File: src/rtl/gate_arbiter_if.sv
// Gate arbiter lane bus: coin/push requests in, lane status and counters out.
// The master drives requests; the slave (the arbiter) returns status.
interface gate_arbiter_if #(
    parameter int CREDIT_W = 8
);
    logic [1:0]          coin_i;
    logic [1:0]          push_i;
    logic [1:0]          locked_o;
    logic [1:0]          unlocked_o;
    logic [1:0]          deny_o;
    logic [CREDIT_W-1:0] credit_o;
    logic [15:0]         pass_count_o;

    modport master (
        output coin_i,
        output push_i,
        input  locked_o,
        input  unlocked_o,
        input  deny_o,
        input  credit_o,
        input  pass_count_o
    );

    modport slave (
        input  coin_i,
        input  push_i,
        output locked_o,
        output unlocked_o,
        output deny_o,
        output credit_o,
        output pass_count_o
    );
endinterface

File: src/rtl/gate_arbiter.sv
// Two-lane turnstile arbiter sharing one credit pool, round-robin on contention.
// Optional grant counter enabled by macro GATE_ARBITER_PASS_COUNT_EN.
module gate_arbiter #(
    parameter int CREDIT_W    = 8,
    parameter int PASS_CYCLES = 2
) (
    input  logic         clk_i,
    input  logic         rst_ni,
    gate_arbiter_if.slave bus
);
    localparam logic [0:0] LOCKED = 1'b0;
    localparam logic [0:0] PASS   = 1'b1;

    localparam logic [3:0] PASS_LAST = 4'(PASS_CYCLES - 1);

    localparam int SUM_W = CREDIT_W + 2;
    localparam logic [SUM_W-1:0] CREDIT_MAX = {2'b00, {CREDIT_W{1'b1}}};

    logic [0:0]          state_q [2];
    logic [3:0]          left_q  [2];
    logic                ptr_q;
    logic [CREDIT_W-1:0] credit_q;
    logic [1:0]          deny_q;

    logic [1:0]          elig;
    logic [1:0]          grant;
    logic [1:0]          deny_d;
    logic [1:0]          n_grant;
    logic [1:0]          n_coin;
    logic [SUM_W-1:0]    credit_sum;
    logic [CREDIT_W-1:0] credit_d;
    logic                credit_zero;
    logic                credit_one;

    // A lane can request only while it sits locked.
    always_comb begin
        for (int n = 0; n < 2; n++) begin
            elig[n] = bus.push_i[n] && (state_q[n] == LOCKED);
        end
    end

    assign credit_zero = (credit_q == '0);
    assign credit_one  = (credit_q == CREDIT_W'(1));

    // Grant/deny decision from the registered credit pool.
    always_comb begin
        grant  = 2'b00;
        deny_d = 2'b00;
        unique case (1'b1)
            credit_zero: begin
                deny_d = elig;
            end
            (elig == 2'b11) && credit_one: begin
                grant[ptr_q]  = 1'b1;
                deny_d[~ptr_q] = 1'b1;
            end
            default: begin
                grant = elig;
            end
        endcase
    end

    assign n_grant = {1'b0, grant[0]} + {1'b0, grant[1]};
    assign n_coin  = {1'b0, bus.coin_i[0]} + {1'b0, bus.coin_i[1]};

    // Grants never exceed the pool, so the difference cannot go negative.
    always_comb begin
        credit_sum = SUM_W'(credit_q) + SUM_W'(n_coin) - SUM_W'(n_grant);
        if (credit_sum > CREDIT_MAX) begin
            credit_d = CREDIT_MAX[CREDIT_W-1:0];
        end else begin
            credit_d = credit_sum[CREDIT_W-1:0];
        end
    end

    // Per-lane LOCKED/PASS state machines with a pass-length countdown.
    always_ff @(posedge clk_i) begin
        if (!rst_ni) begin
            for (int n = 0; n < 2; n++) begin
                state_q[n] <= LOCKED;
                left_q[n]  <= 4'd0;
            end
        end else begin
            for (int n = 0; n < 2; n++) begin
                unique case (state_q[n])
                    LOCKED: begin
                        if (grant[n]) begin
                            state_q[n] <= PASS;
                            left_q[n]  <= PASS_LAST;
                        end
                    end
                    PASS: begin
                        if (left_q[n] == 4'd0) begin
                            state_q[n] <= LOCKED;
                        end else begin
                            left_q[n] <= left_q[n] - 4'd1;
                        end
                    end
                    default: begin
                        state_q[n] <= LOCKED;
                        left_q[n]  <= 4'd0;
                    end
                endcase
            end
        end
    end

    // Credit pool, deny pulses and the round-robin pointer.
    always_ff @(posedge clk_i) begin
        if (!rst_ni) begin
            credit_q <= '0;
            deny_q   <= 2'b00;
            ptr_q    <= 1'b0;
        end else begin
            credit_q <= credit_d;
            deny_q   <= deny_d;
            if (grant == 2'b01 || grant == 2'b10) begin
                ptr_q <= ~ptr_q;
            end
        end
    end

`ifdef GATE_ARBITER_PASS_COUNT_EN
    logic [15:0] count_q;

    // Running total of grants, wrapping at 16 bits.
    always_ff @(posedge clk_i) begin
        if (!rst_ni) begin
            count_q <= 16'd0;
        end else begin
            count_q <= count_q + 16'(n_grant);
        end
    end

    assign bus.pass_count_o = count_q;
`else
    assign bus.pass_count_o = 16'd0;
`endif

    always_comb begin
        for (int n = 0; n < 2; n++) begin
            bus.unlocked_o[n] = (state_q[n] == PASS);
        end
    end

    assign bus.locked_o = ~bus.unlocked_o;
    assign bus.deny_o   = deny_q;
    assign bus.credit_o = credit_q;
endmodule

File: src/flat_wrapper.sv
// flat-port wrapper written by rule: the top's interface ports become plain ports
module gate_arbiter_flat 
#(
    parameter int CREDIT_W    = 8,
    parameter int PASS_CYCLES = 2
)
  (clk_i, rst_ni, bus_coin_i, bus_push_i, bus_locked_o, bus_unlocked_o, bus_deny_o, bus_credit_o, bus_pass_count_o);
  gate_arbiter_if #(.CREDIT_W(CREDIT_W)) bus_i ();
  input  logic clk_i;
  input  logic rst_ni;
  input wire logic [$bits(bus_i.coin_i)-1:0] bus_coin_i;
  input wire logic [$bits(bus_i.push_i)-1:0] bus_push_i;
  output wire logic [$bits(bus_i.locked_o)-1:0] bus_locked_o;
  output wire logic [$bits(bus_i.unlocked_o)-1:0] bus_unlocked_o;
  output wire logic [$bits(bus_i.deny_o)-1:0] bus_deny_o;
  output wire logic [$bits(bus_i.credit_o)-1:0] bus_credit_o;
  output wire logic [$bits(bus_i.pass_count_o)-1:0] bus_pass_count_o;
  assign bus_i.coin_i = bus_coin_i;
  assign bus_i.push_i = bus_push_i;
  assign bus_locked_o = bus_i.locked_o;
  assign bus_unlocked_o = bus_i.unlocked_o;
  assign bus_deny_o = bus_i.deny_o;
  assign bus_credit_o = bus_i.credit_o;
  assign bus_pass_count_o = bus_i.pass_count_o;
  gate_arbiter #(.CREDIT_W(CREDIT_W), .PASS_CYCLES(PASS_CYCLES)) u_core (.clk_i(clk_i), .rst_ni(rst_ni), .bus(bus_i));
endmodule
File: config.mk
export PLATFORM = sky130hd
export DESIGN_NAME = gate_arbiter_flat
export DESIGN_NICKNAME = d
export VERILOG_FILES = /design/src/rtl/gate_arbiter_if.sv /design/src/rtl/gate_arbiter.sv /design/src/flat_wrapper.sv
export SDC_FILE = /design/constraint.sdc
export NUM_CORES = 1
export LEC_CHECK = 0
export CAP_MARGIN = 20
export CELL_PAD_IN_SITES_DETAIL_PLACEMENT = 0
export CELL_PAD_IN_SITES_GLOBAL_PLACEMENT = 1
export CORE_MARGIN = 5
export CORE_UTILIZATION = 46
export DETAILED_ROUTE_END_ITERATION = 16
export DONT_BUFFER_PORTS = 1
export PLACE_DENSITY = 0.87
export SYNTH_ARGS = -nofsm -noshare
export SYNTH_HDL_FRONTEND = slang
export SYNTH_SLANG_ARGS = --single-unit
File: constraint.sdc
create_clock -name clk_i -period 3.8 [get_ports clk_i]
set_input_delay 0.38 -clock clk_i [delete_from_list [all_inputs] [get_ports clk_i]]
set_output_delay 0.38 -clock clk_i [all_outputs]
set_load 0.01 [all_outputs]
# Word level (Yosys, flattened, before mapping)
# Memories as Yosys holds them, arrays and structs flattened.
# Index checks and enable logic that the tools add are counted.
word_totals:
  reg_bits: 11
  latch_bits: 0
  ramBits: 10
  romBits: 0
  in_bits: 6
  out_inout_bits: 30
  elab_cells: 81
  memories: 2
classes:
  n_addsub: 6
  multipliers: 0
  div_mod_pow: 0
  order_cmp: 5
  n_eq_ne: 4
  n_shift: 0
  n_mux: 40
  bitwise_logic: 12
  reduce_logical: 9
mem_list:
  columns: ["name", "words", "word_bits", "read_ports", "rd_ports_with_merged_regs", "wr", "line_no", "rtl"]
  rows:
  - ["u_core.left_q", 2, 4, 2, 0, 2, "gate_arbiter.sv:20", "logic [3:0] left_q [2];"]
  - ["u_core.state_q", 2, 1, 2, 0, 2, "gate_arbiter.sv:19", "logic [0:0] state_q [2];"]
ops:
  columns: ["op", "n"]
  rows:
  - ["$mux W1", 31]
  - ["$mux W4", 4]
  - ["$gt A10 B8 Y1 const B", 1]
  - ["$sub A10 B2 Y10", 1]
  - ["$add A8 B2 Y9", 1]
  - ["$eq A8 B1 Y1 const B", 1]
  - ["$logic_not A4 Y1", 2]
  - ["$logic_not A8 Y1", 1]
  - ["$mux W8", 1]
  - ["$or A1 B1 Y1", 8]
  - ["$pmux W2 S2", 2]
  - ["$sub A4 B1 Y4 const B", 2]
  - ["$logic_and A1 B1 Y1", 5]
  - ["$add A1 B1 Y2", 2]
  - ["$eq A2 B2 Y1 const B", 2]
  - ["$lt A1 B2 Y1 const B", 2]
  - ["$not A1 Y1", 3]
  - ["$demux W1 S1", 2]
  - ["$eq A2 B1 Y1 const B", 1]
  - ["$ge A1 B1 Y1 const B", 2]
  - ["$not A2 Y2", 1]
  - ["$logic_or A1 B1 Y1", 1]

# Logic depth before layout (Yosys ltp)
# Gate-level depths: netlist of the first run.
# An unclocked memory read counts as a cell.
logic_depth:
  depth_word: 12
  mapped_depth: 12
  ltp_nobuf: 12

# Worst setup path after synthesis of the first run
# No wires, ideal clock.
synth_timing:
  kind: "register to register"
  startpoint: "register u_core.credit_q[3], in the netlist u_core.bus.credit_o[3]"
  endpoint: "register u_core.credit_q[0], in the netlist u_core.bus.credit_o[0]"
  setup_ps: 125
  arrival_time_ps: 2970
  t_required_ps: 3675
  path_slack_ps: 705
  path_stages_with_launch: 13
  path_buffers: 1
  period_less_slack_ps: 3095
  cell_sequence: "dfxtp_1 buf_6 or4_4 nor3_2 a21o_1 inv_1 fa_1 ha_1 and4_1 a31oi_2 o21ai_1 a31oi_2 a21oi_1"
synth_between:
  elab_chain_len: 7
  word_cells_on_any_way: 9
  cone_classes: "3 x add/sub; 1 x order compare; 1 x eq/ne; 2 x mux; 2 x reduce/logical"
synth_rtl:
  columns: ["element", "line_no", "rtl"]
  rows:
  - ["start, declared", "gate_arbiter.sv:22", "logic [CREDIT_W-1:0] credit_q;"]
  - ["start signal, assigned", "gate_arbiter.sv:115", "credit_q <= credit_d;"]
  - ["$eq A8 B1 Y1", "gate_arbiter.sv:43", "assign credit_one = (credit_q == CREDIT_W'(1));"]
  - ["$logic_and A1 B1 Y1", "gate_arbiter.sv:53", "(elig == 2'b11) && credit_one: begin"]
  - ["$pmux W2 S2", "gate_arbiter.sv:49", "unique case (1'b1)"]
  - ["$add A1 B1 Y2", "gate_arbiter.sv:63", "assign n_grant = {1'b0, grant[0]} + {1'b0, grant[1]};"]
  - ["$sub A10 B2 Y10 *", "gate_arbiter.sv:68", "credit_sum = SUM_W'(credit_q) + SUM_W'(n_coin) - SUM_W'(n_grant);"]
  - ["$gt A10 B8 Y1", "gate_arbiter.sv:69", "if (credit_sum > CREDIT_MAX) begin"]
  - ["$mux W8 *", "gate_arbiter.sv:69", null]
# Every way passes the cells marked *; elsewhere a longest branch is shown, timed or not.
# A chain may end at the register's enable or synchronous reset.

# Worst setup path in the final report of the first run
layout_timing:
  startpoint: "register u_core.credit_q[3], in the netlist u_core.bus.credit_o[3]"
  endpoint: "register u_core.credit_q[2], in the netlist u_core.bus.credit_o[2]"
# Same word-level chain as after synthesis.

==> results of run 1 <==
worst register-to-register path: cells and delay by family, from the launching register on:
family / cells / cell delay [ps]
AND/OR/NAND/NOR: 3 / 1060
AO/OA/AOI/OAI: 5 / 1020
adder cells (fa/ha/maj): 2 / 720
flip-flops: 1 / 460
buffers and inverters: 1 / 70
cell usage in the layout, fill, tap and decap left out, types with 2 or more instances in the layout:
cell type,instances
a21oi_1,9
conb_1,16
a211oi_1,2
ha_1,6
xnor2_1,13
edfxtp_1,9
nand2_1,8
and4_1,2
nand3_1,14
clkbuf_4,3
o21ai_0,5
a31oi_1,3
a22oi_1,3
inv_1,15
xor2_1,2
nor3b_1,2
fa_1,2
dfxtp_1,12
nor2_1,16
nor2b_1,2
a31oi_2,2
or3_1,2
nor3_1,4
or2_2,2
final cells by class:
class | count | area, sq um | share of cell area, %
multi-input cells | 137 | 885.9 | 57.47
flip-flops and latches | 21 | 510.5 | 33.12
inverters | 16 | 60.06 | 3.896
well taps | 46 | 57.56 | 3.734
clock buffers | 3 | 22.52 | 1.461
clock inverters | 1 | 5.005 | 0.3247
worst min-delay path by stage:
stage,to,cells after the start,slack [ps]
floorplan,u_core.ptr_q,2,510
CTS,u_core.bus.credit_o[5],1,170
global placement,u_core.bus.credit_o[5],1,520
global route,u_core.bus.credit_o[5],1,160
detailed placement,u_core.bus.credit_o[5],1,510
finish,u_core.bus.credit_o[5],1,170
per-layer routing:
metal	global-route usage [%]	share of wire, %	routed length [microns]	up-vias
met5	0	0	0	-
met4	5.955	1.7	53	0
met2	26.10	52	1627	37
met3	1.621	5.5	174	6
li1	-	-	-	586
met1	16.35	41	1287	577
logic make-up after synthesis:
kind of cell	Yosys count	share of synthesized area, %
other	1	0.2367
adder cells (fa/ha/maj)	8	7.267
AO/OA/AOI/OAI	32	13.90
XOR/XNOR	15	8.294
buffers and inverters	42	15.40
multiplexers	1	0.6319
flip-flops	21	32.23
AND/OR/NAND/NOR	65	22.04
per-stage QoR:
| step | hold slack, ps | instances |
|---|---|---|
| 6_report | 169.6 | 224 |
| 5_1_grt | 157.5 | 224 |
| 4_1_cts | 167.3 | 224 |
| 3_5_place_dp | 514.9 | 220 |
| 3_3_place_gp | 515.3 | 220 |
| 2_1_floorplan | 505.7 | 200 |
power breakdown:
| group | internal [mW] | switching [mW] | total [mW] |
|---|---|---|---|
| sequential | 0.349 | 0.147 | 0.496 |
| combinational | 0.296 | 0.371 | 0.667 |
| clock | 0.0394 | 0.0726 | 0.112 |
registers in the layout (all words and copies together), names as in the netlist:
name and cells:
u_core.state_q 2, u_core.left_q 8, u_core.bus.credit_o 8, u_core.ptr_q 1, u_core.bus.deny_o 2
==> flow_metrics.py, run 1 <==
metrics = {
    "run_status": {
        "run_status": "complete, no violations",
    },
    "worst_setup_path": {
        "worst_setup_path_start_kind": "flip-flop",
        "critical_path.most_common_cell": "a31oi_2",
        "critPathMaxFanout": 10,
        "timing.rr.end": "u_core.bus.credit_o[2]",
        "r2r_setup_slack_ps": 340,
        "cp-end-kind": "flip-flop",
        "cp_cell_sequence": "or4_4, nor3_2, a21o_1, inv_1, fa_1, ha_1, and4_1, a31oi_2, o21ai_1, a31oi_2, a21oi_1",
        "crit_arrival_ps": 3650,
        "critPathTopFamily": "simple AND/OR/NAND/NOR gates",
        "worst_ep_required_time_ps": 3990,
        "endpoint": "u_core.bus.credit_o[2]",
        "slowest_delay_ps": 590,
        "crit_buf_inv": 1,
        "crit_slowest_cell": "or4_4",
        "r2r_start": "u_core.bus.credit_o[3]",
        "crit_type": "reg2reg",
        "rr_worst_depth": 11,
        "cp.depth": 11,
        "cp-startpoint": "u_core.bus.credit_o[3]",
    },
    "drt": {
        "first_pass_iters": 4,
        "drt_iter0_markers": 64,
        "avgViaCountPerCell": 5.384,
        "antenna_left": 0,
        "wirelength_mm": 3.142,
        "drt_drc_violations_left": 0,
        "avgRoutedWirePerCell_microns": 14.03,
        "vias": 1206,
    },
    "timing": {
        "max_freq_ghz": 0.2891,
        "finalMaxSlewViolations": 0,
        "fin_skew_ps": 14.14,
        "rsz0062_at_grt": "false",
        "finalCritPeriodShare_pct": 91.03,
        "setup_viol": 0,
        "finalHoldViolCount": 0,
        "fin_setup_tns_ps": 0,
        "min_period_ps": 3459,
        "layout_setup_ws_ps": 341.0,
    },
    "placed_design": {
        "portBuffers": 0,
        "dp_slack_ps": 361.2,
        "gp_congestion": 0.8154,
        "hpwlAfterDp_mm": 2.511,
        "dpl_cell_area_sq_mm": 0.001514,
    },
    "clock_tree": {
        "cts_tree": "yes",
        "clk_latency_ps": 320,
        "cts_setup_buffers": 0,
        "clk_transition_reported_paths_ps": 130,
        "cts.sink_count": 21,
        "hold_buffers": 0,
        "cts_resized": 0,
        "cts_inserted_buffers": 3,
        "htreeDepth": 1,
        "cts_root_buffer": "clkbuf_4",
        "clock_path_buffers": 2,
    },
    "synth": {
        "async_flop_share_pct": 0,
        "ys_top_cells_by_count": "buf_4, nor2_1, inv_1",
        "syn_inst": 185,
        "synth-main-ff-cell": "dfxtp_1",
        "synth-edff-count": 9,
        "synth_seq_cells": 21,
        "synthTopCellsByArea": "edfxtp_1, dfxtp_1, buf_4",
        "yosysWarnings": 0,
        "avgSynthCellArea_sq_um": 8.562,
        "yosysMostFrequentCell": "buf_4",
        "seq_area_frac_synth_pct": 32.23,
        "synth_top_area_cell": "edfxtp_1",
        "yosysUniqueCellTypes": 50,
        "yosys.area.top_type_share_pct": 17.06,
        "syn-cell-area_sq_mm": 0.001584,
    },
    "finish": {
        "finish.instance_area_sq_mm": 0.001541,
        "nets": 193,
        "drive_gt1_share_pct": 7.865,
        "num_antenna_cells": 0,
        "final_core_util_pct": 46.19,
        "syn2layout_area_growth_pct": -2.686,
        "fill_cells": 344,
    },
    "die": {
        "die_y_microns": 68.68,
        "start_util_pct": 47.47,
        "fp.dieW_microns": 68.68,
        "core_area_sq_mm": 0.003337,
        "io_pins": 36,
        "rows": 21,
        "die_area_sq_mm": 0.004717,
    },
    "hold_path": {
        "min_path_type": "in2reg",
        "worstHoldStart": "rst_ni",
    },
    "grt": {
        "first_global_vias": 1184,
        "grt_pass1_wl_mm": 5.140,
        "grt_overflow": 0,
        "grt_antenna_before_repair": 0,
        "grt_use_total_pct": 14.17,
        "grt_max_degree": 13,
    },
    "pwr": {
        "vdd_drop_max_mv": 0.2522,
        "p_leak_nw": 0.6063,
        "p_per_area_mw_per_mm2": 827.1,
        "power_mw": 1.275,
    },
    "run": {
        "drv_cap": 0,
    },
}
Note: power is estimated with default switching activity, not from simulation.
==> inputs of run 2 (changes only) <==
--- a/config.mk
+++ b/config.mk
@@ -5,14 +5,16 @@
 export SDC_FILE = /design/constraint.sdc
 export NUM_CORES = 1
 export LEC_CHECK = 0
+export ABC_AREA = 1
 export CAP_MARGIN = 20
 export CELL_PAD_IN_SITES_DETAIL_PLACEMENT = 0
 export CELL_PAD_IN_SITES_GLOBAL_PLACEMENT = 1
 export CORE_MARGIN = 5
 export CORE_UTILIZATION = 46
+export CTS_CLUSTER_DIAMETER = 30
 export DETAILED_ROUTE_END_ITERATION = 16
 export DONT_BUFFER_PORTS = 1
-export PLACE_DENSITY = 0.87
+export PLACE_DENSITY = 0.88
 export SYNTH_ARGS = -nofsm -noshare
 export SYNTH_HDL_FRONTEND = slang
 export SYNTH_SLANG_ARGS = --single-unit
==> run 2 against run 1 <==
Net effect:
- sequential share of layout area fell by 1.1 points
- flip-flop and latch count unchanged
- count of clock-buffer cells in the layout unchanged
- worst hold slack better by 60 ps
- register-to-register slack better by 810 ps
- worst setup slack improved by 810 ps
- synthesized cell count up 9.2%
- final cell count up 11%
- maximum frequency up 30%
- sequential power is 8.7% lower
- routed wire length shrank 10%
==> flow_metrics.py, run 2 <==
metrics = {
    "grt": {
        "grt_pass1_wl_mm": 4.360,
        "grt_use_total_pct": 12.44,
        "grt_max_degree": 14,
        "grt_antenna_before_repair": 0,
        "grt_overflow": 0,
        "first_global_vias": 994,
    },
    "drt": {
        "antenna_left": 0,
        "wl_met2_mm": 1.402,
        "met1Wirelength_mm": 1.247,
        "drt_iter0_markers": 49,
        "wirelength_mm": 2.820,
        "avgRoutedWirePerCell_microns": 11.37,
        "first_pass_iters": 4,
        "top_layer_used": "met4",
        "avgViaCountPerCell": 4.540,
        "drt_drc_violations_left": 0,
        "vias": 1126,
        "dr_wl_met3_microns": 151,
    },
    "clock_tree": {
        "clk_transition_reported_paths_ps": 130,
        "hold_buffers": 0,
        "cts_setup_buffers": 0,
        "cts_inserted_buffers": 3,
        "cts.sink_count": 21,
        "htreeDepth": 1,
        "cts_tree": "yes",
        "cts_root_buffer": "clkbuf_4",
        "cts_resized": 0,
        "clk_latency_ps": 300,
        "clock_path_buffers": 2,
    },
    "finish": {
        "syn2layout_area_growth_pct": 0.1569,
        "layout_commonest_cell": "nand2_1",
        "fill_cells": 353,
        "drive_gt1_share_pct": 19.31,
        "num_antenna_cells": 0,
        "finish.instance_area_sq_mm": 0.001597,
        "final_cell_mix": "nand2_1, inv_1, nand3_1, conb_1",
        "nets": 217,
        "multi_input_area_sq_um": 865.8,
        "seq_area_sq_um": 510.5,
    },
    "timing": {
        "min_period_ps": 2653,
        "tightestPinTransition_ps": 565.6,
        "fin_setup_tns_ps": 0,
        "fin_skew_ps": 8.390,
        "rsz0062_at_grt": "false",
        "layout_setup_ws_ps": 1147,
        "finalHoldViolCount": 0,
        "setup_viol": 0,
        "finalMaxSlewViolations": 0,
        "slew_headroom_pct": 62.25,
        "finalCritPeriodShare_pct": 69.82,
        "max_freq_ghz": 0.3769,
    },
    "pwr": {
        "swShare_pct": 48.41,
        "p_int_mw": 0.6435,
        "p_sw_mw": 0.6039,
        "seq_power_share_pct": 36.3,
        "power_frac_comb_pct": 54.9,
        "p_per_area_mw_per_mm2": 781.4,
        "pwr-share-clk_pct": 8.8,
        "vdd_drop_max_mv": 0.3003,
        "p_leak_nw": 0.7249,
    },
    "placed_design": {
        "hpwlAfterDp_mm": 2.437,
        "dp_slack_ps": 1169,
        "dpl_cell_area_sq_mm": 0.001569,
        "portBuffers": 0,
        "gp_congestion": 0.7277,
    },
    "synth": {
        "syn-cell-area_sq_mm": 0.001594,
        "async_flop_share_pct": 0,
        "avgSynthCellArea_sq_um": 7.891,
        "synthTopCellsByArea": "edfxtp_1, dfxtp_1, buf_4",
        "yosysWarnings": 0,
        "yosysUniqueCellTypes": 31,
        "synth-main-ff-cell": "dfxtp_1",
        "syn_inst": 202,
        "seq_area_frac_synth_pct": 32.03,
        "synth_top_area_cell": "edfxtp_1",
        "synth-edff-count": 9,
        "ys_top_cells_by_count": "nand2_1, inv_1, buf_4",
        "yosys.area.top_type_share_pct": 16.95,
        "yosysMostFrequentCell": "nand2_1",
        "synth_seq_cells": 21,
    },
    "worst_setup_path": {
        "crit_slowest_cell": "edfxtp_1",
        "critPathMaxFanout": 8,
        "worst_ep_required_time_ps": 3980,
        "r2r_start": "u_core.state_q[0]",
        "rr_worst_depth": 16,
        "worst_setup_path_start_kind": "flip-flop",
        "critical_path.most_common_cell": "nand2_1",
        "cp_cell_sequence": "inv_1, nand2_1, nor2_1, nand3_1, nand3_1, nand2_1, fa_1, ha_1, inv_1, nor2_4, nand3_2, nor2_4, nand2_1, nand3_2, nand2_4, a21oi_2",
        "r2r_setup_slack_ps": 1150,
        "timing.rr.end": "u_core.bus.credit_o[1]",
        "crit_type": "reg2reg",
        "cp-end-kind": "flip-flop",
        "slowest_delay_ps": 460,
        "crit_arrival_ps": 2830,
    },
    "die": {
        "core_area_sq_mm": 0.003337,
        "io_pins": 36,
        "start_util_pct": 47.77,
        "die_y_microns": 68.87,
        "fp.dieW_microns": 68.87,
        "die_area_sq_mm": 0.004742,
        "rows": 21,
    },
    "hold_path": {
        "worstHoldStart": "rst_ni",
        "min_path_type": "in2reg",
        "hold_depth": 2,
        "hold_end": "u_core.state_q[1]",
    },
    "run": {
        "drv_cap": 0,
    },
    "run_status": {
        "run_status": "complete, no violations",
    },
}
==> run 2: cell count changes after synthesis, moves of 4 or more <==
cell	before	now
o21ai_0	5	1
a21oi_2	0	8
nand2_2	0	7
nand2_1	8	33
inv_1	15	32
xnor2_1	13	3
nor2_1	16	12
nand3_2	0	5
==> run 2: how the worst max path moves through the flow <==
stage | start | to
after floorplan | u_core.bus.credit_o[2] | u_core.bus.credit_o[0]
after global placement | u_core.state_q[0] | u_core.bus.credit_o[1]
after detailed placement | u_core.state_q[0] | u_core.bus.credit_o[1]
after CTS | u_core.state_q[0] | u_core.bus.credit_o[1]
after global routing | u_core.state_q[0] | u_core.bus.credit_o[1]
final | u_core.state_q[0] | u_core.bus.credit_o[1]
==> run 2: stage by stage <==
step | hold WS, ps | total power [mW] | utilization (%) | cells
final | 229.4 | 1.247 | 47.84 | 248
after global routing | 243.1 | 1.376 | 47.84 | 248
after CTS | 228.4 | 1.267 | 47.84 | 248
after detailed placement | 543.2 | 1.157 | 47.02 | 244
after global placement | 543.3 | 1.146 | 47.02 | 244
after floorplan | 505.0 | 1.053 | - | 217
==> run 2: cells by family after synthesis <==
kind of cell             share of synthesized area, %
flip-flops                                      32.03
AND/OR/NAND/NOR                                 31.87
XOR/XNOR                                        3.846
adder cells (fa/ha/maj)                         7.221
AO/OA/AOI/OAI                                   7.614
buffers and inverters                           17.19
other                                          0.2353
==> run 2: layout make-up <==
| class | count | area share (%) |
|---|---|---|
| clock buffers | 3 | 1.411 |
| multi-input cells | 141 | 54.23 |
| flip-flops and latches | 21 | 31.97 |
| well taps | 46 | 3.605 |
| clock inverters | 1 | 0.3135 |
| inverters | 36 | 8.464 |
==> run 2: power groups by stage <==
stage          clock, mW  combinational, mW  sequential, mW
2_1_floorplan          0              0.625           0.428
3_3_place_gp           0              0.686           0.459
3_5_place_dp           0              0.696           0.462
4_1_cts            0.113              0.698           0.456
5_1_grt            0.124              0.783           0.468
6_report           0.109              0.685           0.453
==> run 2: per-layer routing <==
metal,global-route usage [%],up-vias
met5,0,-
met4,2.920,0
met3,2.593,4
met2,21.43,21
met1,15.87,498
li1,-,603
==> run 2: critical path, delay by kind of cell, from the launching register on <==
family | cells | cell delay, ps
adder cells (fa/ha/maj) | 2 | 690
buffers and inverters | 2 | 270
AO/OA/AOI/OAI | 1 | 70
flip-flops | 1 | 460
AND/OR/NAND/NOR | 11 | 1030
==> inputs of run 3 (changes only) <==
--- a/config.mk
+++ b/config.mk
@@ -10,11 +10,11 @@
 export CELL_PAD_IN_SITES_DETAIL_PLACEMENT = 0
 export CELL_PAD_IN_SITES_GLOBAL_PLACEMENT = 1
 export CORE_MARGIN = 5
-export CORE_UTILIZATION = 46
+export CORE_UTILIZATION = 41
 export CTS_CLUSTER_DIAMETER = 30
 export DETAILED_ROUTE_END_ITERATION = 16
 export DONT_BUFFER_PORTS = 1
-export PLACE_DENSITY = 0.88
+export PLACE_DENSITY = 0.84
 export SYNTH_ARGS = -nofsm -noshare
 export SYNTH_HDL_FRONTEND = slang
 export SYNTH_SLANG_ARGS = --single-unit
==> constraint.sdc (replaced) <==
create_clock -name clk_i -period 2.35 [get_ports clk_i]
set_input_delay 0.235 -clock clk_i [delete_from_list [all_inputs] [get_ports clk_i]]
set_output_delay 0.235 -clock clk_i [all_outputs]
set_load 0.01 [all_outputs]
==> run 3 against run 2 <==
Net effect:
- critical endpoint is now u_core.bus.credit_o[6]
- die area is 10% higher
- final cell count rose by 15%
- sequential power rose by 48%
- non-clock buffer count up 36
==> flow_metrics.py, run 3 (same netlist as run 2, synthesis figures left out) <==
metrics = {
    "grt": {
        "grt_antenna_before_repair": 0,
        "grt_use_total_pct": 13.18,
        "first_global_vias": 1262,
        "grt_max_degree": 14,
        "grt_pass1_wl_mm": 5.471,
        "grt_overflow": 0,
    },
    "die": {
        "core_area_sq_mm": 0.003716,
        "start_util_pct": 42.90,
        "io_pins": 36,
        "die_area_sq_mm": 0.005235,
        "die_y_microns": 72.35,
        "fp.dieW_microns": 72.35,
        "rows": 22,
    },
    "worst_setup_path": {
        "cp-end-kind": "flip-flop",
        "crit_arrival_ps": 2420,
        "worst_setup_path_start_kind": "flip-flop",
        "r2r_setup_slack_ps": 60,
        "r2r_start": "u_core.bus.credit_o[5]",
        "timing.rr.end": "u_core.bus.credit_o[6]",
        "crit_type": "reg2reg",
        "critPathMaxFanout": 8,
        "worst_ep_required_time_ps": 2490,
        "rr_worst_depth": 16,
    },
    "hold_path": {
        "hold_end": "u_core.state_q[1]",
        "worstHoldStart": "rst_ni",
        "hold_depth": 2,
        "min_path_type": "in2reg",
    },
    "pwr": {
        "vdd_drop_max_mv": 0.5473,
        "power_mw": 2.648,
        "p_per_area_mw_per_mm2": 1324,
        "p_leak_nw": 0.9184,
    },
    "drt": {
        "drt_iter0_markers": 62,
        "avgRoutedWirePerCell_microns": 11.92,
        "vias": 1295,
        "drt_drc_violations_left": 0,
        "avgViaCountPerCell": 4.528,
        "first_pass_iters": 4,
        "wirelength_mm": 3.410,
        "antenna_left": 0,
    },
    "timing": {
        "finalHoldViolCount": 0,
        "finalMaxSlewViolations": 0,
        "max_freq_ghz": 0.4372,
        "rsz0062_at_grt": "true",
        "fin_setup_tns_ps": 0,
        "finalCritPeriodShare_pct": 97.33,
        "min_period_ps": 2287,
        "layout_setup_ws_ps": 62.85,
        "fin_skew_ps": 3.551,
        "setup_viol": 0,
        "slew_headroom_pct": 61.94,
        "hold_slack_ps": 123.7,
        "tightestPinTransition_ps": 570.3,
    },
    "clock_tree": {
        "htreeDepth": 1,
        "cts.sink_count": 21,
        "cts_root_buffer": "clkbuf_8",
        "cts_inserted_buffers": 3,
        "clock_path_buffers": 2,
        "clk_latency_ps": 270,
        "cts_tree": "yes",
        "clk_transition_reported_paths_ps": 80,
    },
    "placed_design": {
        "portBuffers": 0,
        "dp_slack_ps": -77.00,
        "dpl_cell_area_sq_mm": 0.001738,
        "hpwlAfterDp_mm": 2.596,
        "gp_congestion": 0.7584,
    },
    "run": {
        "drv_cap": 0,
    },
    "finish": {
        "finish.instance_area_sq_mm": 0.001999,
        "drive_gt1_share_pct": 43.28,
        "final_cell_mix": "buf_4, nand2_1, inv_1, conb_1, nand3_1",
        "layout_commonest_cell": "buf_4",
        "fill_cells": 369,
        "syn2layout_area_growth_pct": 25.43,
        "seq_area_sq_um": 518.0,
        "nets": 253,
        "multi_input_area_sq_um": 965.9,
        "num_antenna_cells": 0,
    },
    "run_status": {
        "run_status": "complete, no violations",
    },
}
run 3: critical path: stages, from the launching register on:
cell     delay (ps)
dfxtp_2         340
inv_2            70
nand2_4          60
nor3_4          190
nand2_1         130
nand3_1         150
nand2_4          70
fa_2            380
ha_4            170
inv_2            60
nor2_4           40
nand3_2          80
nor2_4           40
nand2_2          70
nand3_2          90
nand2_4         140
a21oi_2          70
run 3: what timing repair did:
action | CTS | global route
pin swaps | 15 | 17
setup endpoints to repair | 8 | 8
hold buffers | 0 | 0
buffers inserted | 7 | 7
gates resized for setup | 16 | 18
run 3: layout make-up:
type                    instances  share of cell area (%)
clock buffers                   3                   2.065
repair buffers                 36                   13.70
inverters                      36                   6.758
clock inverters                 1                  0.2503
multi-input cells             141                   48.31
well taps                      48                   3.004
flip-flops and latches         21                   25.91
run 3: report_power, final:
group / switching [mW] / internal [mW]
clock: 0.125 / 0.118
combinational: 0.944 / 0.792
sequential: 0.101 / 0.568
total: 1.17 / 1.48
run 3: worst max-delay path by stage:
stage                                       from                     end  slack [ps]  depth (start not counted)
final                     u_core.bus.credit_o[5]  u_core.bus.credit_o[6]          60                         16
after global routing           u_core.state_q[1]  u_core.bus.credit_o[5]        -150                         15
after CTS                 u_core.bus.credit_o[5]  u_core.bus.credit_o[7]           3                         16
after global placement    u_core.bus.credit_o[0]  u_core.bus.credit_o[3]         -50                         15
after floorplan           u_core.bus.credit_o[5]  u_core.bus.credit_o[2]          10                         16
after detailed placement  u_core.bus.credit_o[0]  u_core.bus.credit_o[7]         -80                         15
run 3: through the flow:
stage	instances	utilization, %
floorplan	217	-
global placement	268	46.77
detailed placement	268	46.77
CTS	279	50.61
global route	286	53.80
finish	286	53.80
run 3: metal layers:
metal	part of all wire [%]	vias to the layer above	global-route usage (%)
met4	0.50	0	4.384
met3	4.2	4	3.047
li1	-	677	-
met2	55	25	22.85
met1	41	589	15.95
met5	0	-	0
==> RTL edit 1: new RTL, flow settings as in run 3 <==
The option `GATE_ARBITER_PASS_COUNT_EN` is turned on by a define.
--- a/src/rtl/gate_arbiter.sv
+++ b/src/rtl/gate_arbiter.sv
@@ -1,5 +1,7 @@
 // Two-lane turnstile arbiter sharing one credit pool, round-robin on contention.
 // Optional grant counter enabled by macro GATE_ARBITER_PASS_COUNT_EN.
+`define GATE_ARBITER_PASS_COUNT_EN
+
 module gate_arbiter #(
     parameter int CREDIT_W    = 8,
     parameter int PASS_CYCLES = 2
Function: changed (Yosys sat finds a counterexample within 4 cycles, from zero or initial values and one cycle with rst_ni low).
==> RTL edit 1 against run 3 <==
The run now ends with setup timing left. Design area is 41% higher. Area after synthesis is 34% higher. Sequential cell count is 16 higher. Synthesized cell count is 37% higher. Wire length is 46% higher. Power is 13% higher. Clock power is 85% higher. Largest cell class unchanged. Combinational power is 7% lower. Critical path depth is 2 lower. Worst setup slack worse by 0.33 ns. Hold slack worse by 0.074 ns. Count of clock-buffer cells in the layout is 5 higher. Via count is 47% higher.
==> RTL edit 1: results (changes against run 3) <==
Placement
  • Total placed cells including tap cells: 373 (+39%)
  • GP Congestion: 0.777 (+2.4%)
  • Area of placed instances: 2510 sq um (+44%)

STA
  • Number of setup violations in the final report: 15 (+15)
  • Worst Setup Slack, final: -0.264 ns (-0.327 ns)
  • Max-slew headroom: 64.9% (+3.0 points)
  • Hold WS: 0.0496 ns (-0.0741 ns)
  • Worst Clk Skew: 0.00703 ns (+0.00348 ns)

Yosys
  • Sequential-to-total area share from yosys stat: 38.8% (+6.8 points)

Cells and area
  • Nets: 339 (+34%)
  • Multi-input gate count: 192 (+36%)
  • Fraction of layout instances using a drive strength above 1: 33.9% (-9.4 points)
  • Buffers excl. clock: 42 (+17%)

Critical path
  • Cells on worst reg2reg path: 14 (-2)
  • Slowest cell on the critical path: sky130_fd_sc_hd__edfxtp_1
  • Register-to-register setup slack: -0.26 ns (-0.33 ns)

Global routing
  • Met1 Usage GRT: 18.4% (+2.4 points)
  • Wire length of the first global-routing pass: 8.20 mm (+50%)
  • GR Util All Layers: 15.7% (+2.5 points)
  • Routing usage on met3: 5.10% (+2.1 points)

Run status
  • Outcome: finished with violations
  • Violations in the final reports: setup timing

Route
  • Initial DRC Count: 54 (-13%)
  • Vias per cell: 4.87 (+7.6%)

Clock network
  • Setup Buffers After CTS: 5 (-2)
  • CTS buffer count: 5 (+2)
  • Maximum level of the CTS H-tree: 2 (+1)
## RTL edit 1: worst max path at each step
| stage | endpoint | slack, ns | depth (start not counted) |
|---|---|---|---|
| 2_1_floorplan | u_core.bus.credit_o[0] | -0.12 | 16 |
| 3_5_place_dp | u_core.bus.pass_count_o[14] | -0.26 | 16 |
| 5_1_grt | u_core.bus.pass_count_o[12] | -0.43 | 14 |
| 4_1_cts | u_core.bus.pass_count_o[12] | -0.26 | 14 |
| 3_3_place_gp | u_core.bus.pass_count_o[14] | -0.17 | 16 |
| 6_report | u_core.bus.pass_count_o[12] | -0.26 | 14 |
## RTL edit 1: stage by stage
stage / power (uW) / setup WS, ns / util (%)
floorplan: 1950 / -0.115 / -
finish: 2990 / -0.264 / 55.7
CTS: 2890 / -0.259 / 52.4
global placement: 2360 / -0.171 / 49.5
global route: 3280 / -0.427 / 55.7
detailed placement: 2390 / -0.264 / 49.5
## RTL edit 1: power breakdown
part           internal [uW]  switching, uW
Sequential               813            115
Combinational            753            861
Clock                    239            211
Total                   1800           1190
==> RTL edit 2: new RTL, settings of run 3 <==
Without the edit above. `CREDIT_W` is set to 8 in 3 places; all go to 10.
--- a/src/rtl/gate_arbiter_if.sv
+++ b/src/rtl/gate_arbiter_if.sv
@@ -1,7 +1,7 @@
 // Gate arbiter lane bus: coin/push requests in, lane status and counters out.
 // The master drives requests; the slave (the arbiter) returns status.
 interface gate_arbiter_if #(
-    parameter int CREDIT_W = 8
+    parameter int CREDIT_W = 10
 );
     logic [1:0]          coin_i;
     logic [1:0]          push_i;
--- a/src/rtl/gate_arbiter.sv
+++ b/src/rtl/gate_arbiter.sv
@@ -1,7 +1,7 @@
 // Two-lane turnstile arbiter sharing one credit pool, round-robin on contention.
 // Optional grant counter enabled by macro GATE_ARBITER_PASS_COUNT_EN.
 module gate_arbiter #(
-    parameter int CREDIT_W    = 8,
+    parameter int CREDIT_W    = 10,
     parameter int PASS_CYCLES = 2
 ) (
     input  logic         clk_i,
--- a/src/flat_wrapper.sv
+++ b/src/flat_wrapper.sv
@@ -1,7 +1,7 @@
 // flat-port wrapper written by rule: the top's interface ports become plain ports
 module gate_arbiter_flat 
 #(
-    parameter int CREDIT_W    = 8,
+    parameter int CREDIT_W    = 10,
     parameter int PASS_CYCLES = 2
 )
   (clk_i, rst_ni, bus_coin_i, bus_push_i, bus_locked_o, bus_unlocked_o, bus_deny_o, bus_credit_o, bus_pass_count_o);
Interface: changed (resized bus_credit_o); port bits go from 36 to 38. The function was not compared with the original's and may differ.
==> RTL edit 2 against run 3 <==
Non-clock buffer count increased by 17. Power increased by 21%. Via count increased by 22%. Sequential cell count increased by 2. Critical path type unchanged. Sequential power increased by 4.8%. Largest cell class unchanged. The run now ends with setup timing left. Design area increased by 14%. Worst setup slack got worse by 0.41 ns. Area after synthesis increased by 11%. Wire length increased by 25%.
==> RTL edit 2: results (changes against run 3) <==
Cells and area
  • Fraction of layout instances using a drive strength above 1: 34.5% (-8.8 points)
  • Buffers excl. clock: 53 (+47%)
  • Fraction of standard cell area in multi-input logic: 47.3% (-1.0 points)
  • Count of fill cells added during filler insertion: 400 (+8.4%)
  • Non-Filler Instances: 348 (+22%)
  • Multi-input gate count: 177 (+26%)
  • Sequential standard cell area: 551 sq um (+6.3%)
  • Inverter count: 39 (+8.3%)
  • NonClk Buf Share: 17.4% (+3.7 points)
  • Nets: 311 (+23%)

Critical path
  • Slowest cell on the critical path: sky130_fd_sc_hd__edfxtp_1
  • Maximum fanout encountered on the critical timing path: 3 (-5)

Placement
  • Total placed cells including tap cells: 328 (+22%)
  • HPWL Detailed: 3.29 mm (+27%)
  • GP Congestion: 0.901 (+19%)

STA
  • Worst Clk Skew: 0.00653 ns (+0.00297 ns)
  • Number of setup violations in the final report: 10 (+10)
  • Worst Setup Slack, final: -0.347 ns (-0.410 ns)

Pwr
  • Power density over the cells: 1400 nW/um^2 (+5.4%)
  • Maximum resistive drop on vdd: 0.469 mV (-14%)
  • Reported leakage power: 0.00117 uW (+28%)

Route
  • Vias per cell: 4.55 (+0.46%)
  • Wire length after detailed routing: 4.26 mm (+25%)

Yosys
  • Sequential-to-total area share from yosys stat: 31.1% (-0.95 points)
  • Post-synthesis sequential element count: 23 (+9.5%)

Global routing
  • Routing usage on met3: 1.72% (-1.3 points)
  • Routing usage on met2: 31.1% (+8.2 points)
  • Met1 Usage GRT: 17.9% (+2.0 points)
  • Via count of the first global-routing pass: 1619 (+28%)

Run status
  • Outcome: finished with violations
  • Violations in the final reports: setup timing
-- RTL edit 2: power breakdown --
group          internal (uW)  total (uW)  switching [uW]  leakage, uW
Combinational           1020        2230            1210     0.000935
Clock                    119         257             139    0.0000255
Sequential               611         701            90.3     0.000212
Total                   1750        3190            1440      0.00117
-- RTL edit 2: final timing paths --
path | from | endpoint | slack (ns) | cells past startpoint
setup / recovery | u_core.state_q[0] | u_core.bus.credit_o[8] | -0.35 | 17
hold / removal | rst_ni | u_core.state_q[1] | 0.15 | 2
setup reg to reg | u_core.state_q[0] | u_core.bus.credit_o[8] | -0.35 | 17
hold reg to reg | u_core.ptr_q | u_core.ptr_q | 0.57 | 2
-- RTL edit 2: timing repair --
| item | 4_1_cts | 5_1_grt |
|---|---|---|
| endpoints found under the setup margin | 10 | 10 |
| setup buffers | 9 | 6 |
| pin swaps | 9 | 13 |
| resized for setup | 7 | 11 |
| cloned | 1 | 0 |
-- RTL edit 2: stage by stage --
stage	TNS [ns]	area (sq um)	setup slack (ns)	utilization, %	total power (uW)
after floorplan	-2.02	1850	-0.217	-	1960
after global routing	-5.12	2290	-0.518	53.6	3520
after detailed placement	-3.77	2050	-0.409	48.2	2580
final	-3.22	2290	-0.347	53.6	3190
after global placement	-3.03	2050	-0.324	48.2	2550
after CTS	-3.02	2210	-0.324	51.8	3020
-- RTL edit 2: cells by family after synthesis --
| group | synth area share [%] |
|---|---|
| xor+xnor | 6.78 |
| other cells | 0.212 |
| simple gates | 36.6 |
| fa+ha+maj | 6.50 |
| compound gates | 2.12 |
| flops | 31.1 |
| buf+inv | 16.7 |
-- RTL edit 2: layer usage --
layer	wire [um]	part of all wire [%]
met1	1790	42
met2	2290	54
met3	122	2.9
met4	58	1.4
met5	0	0
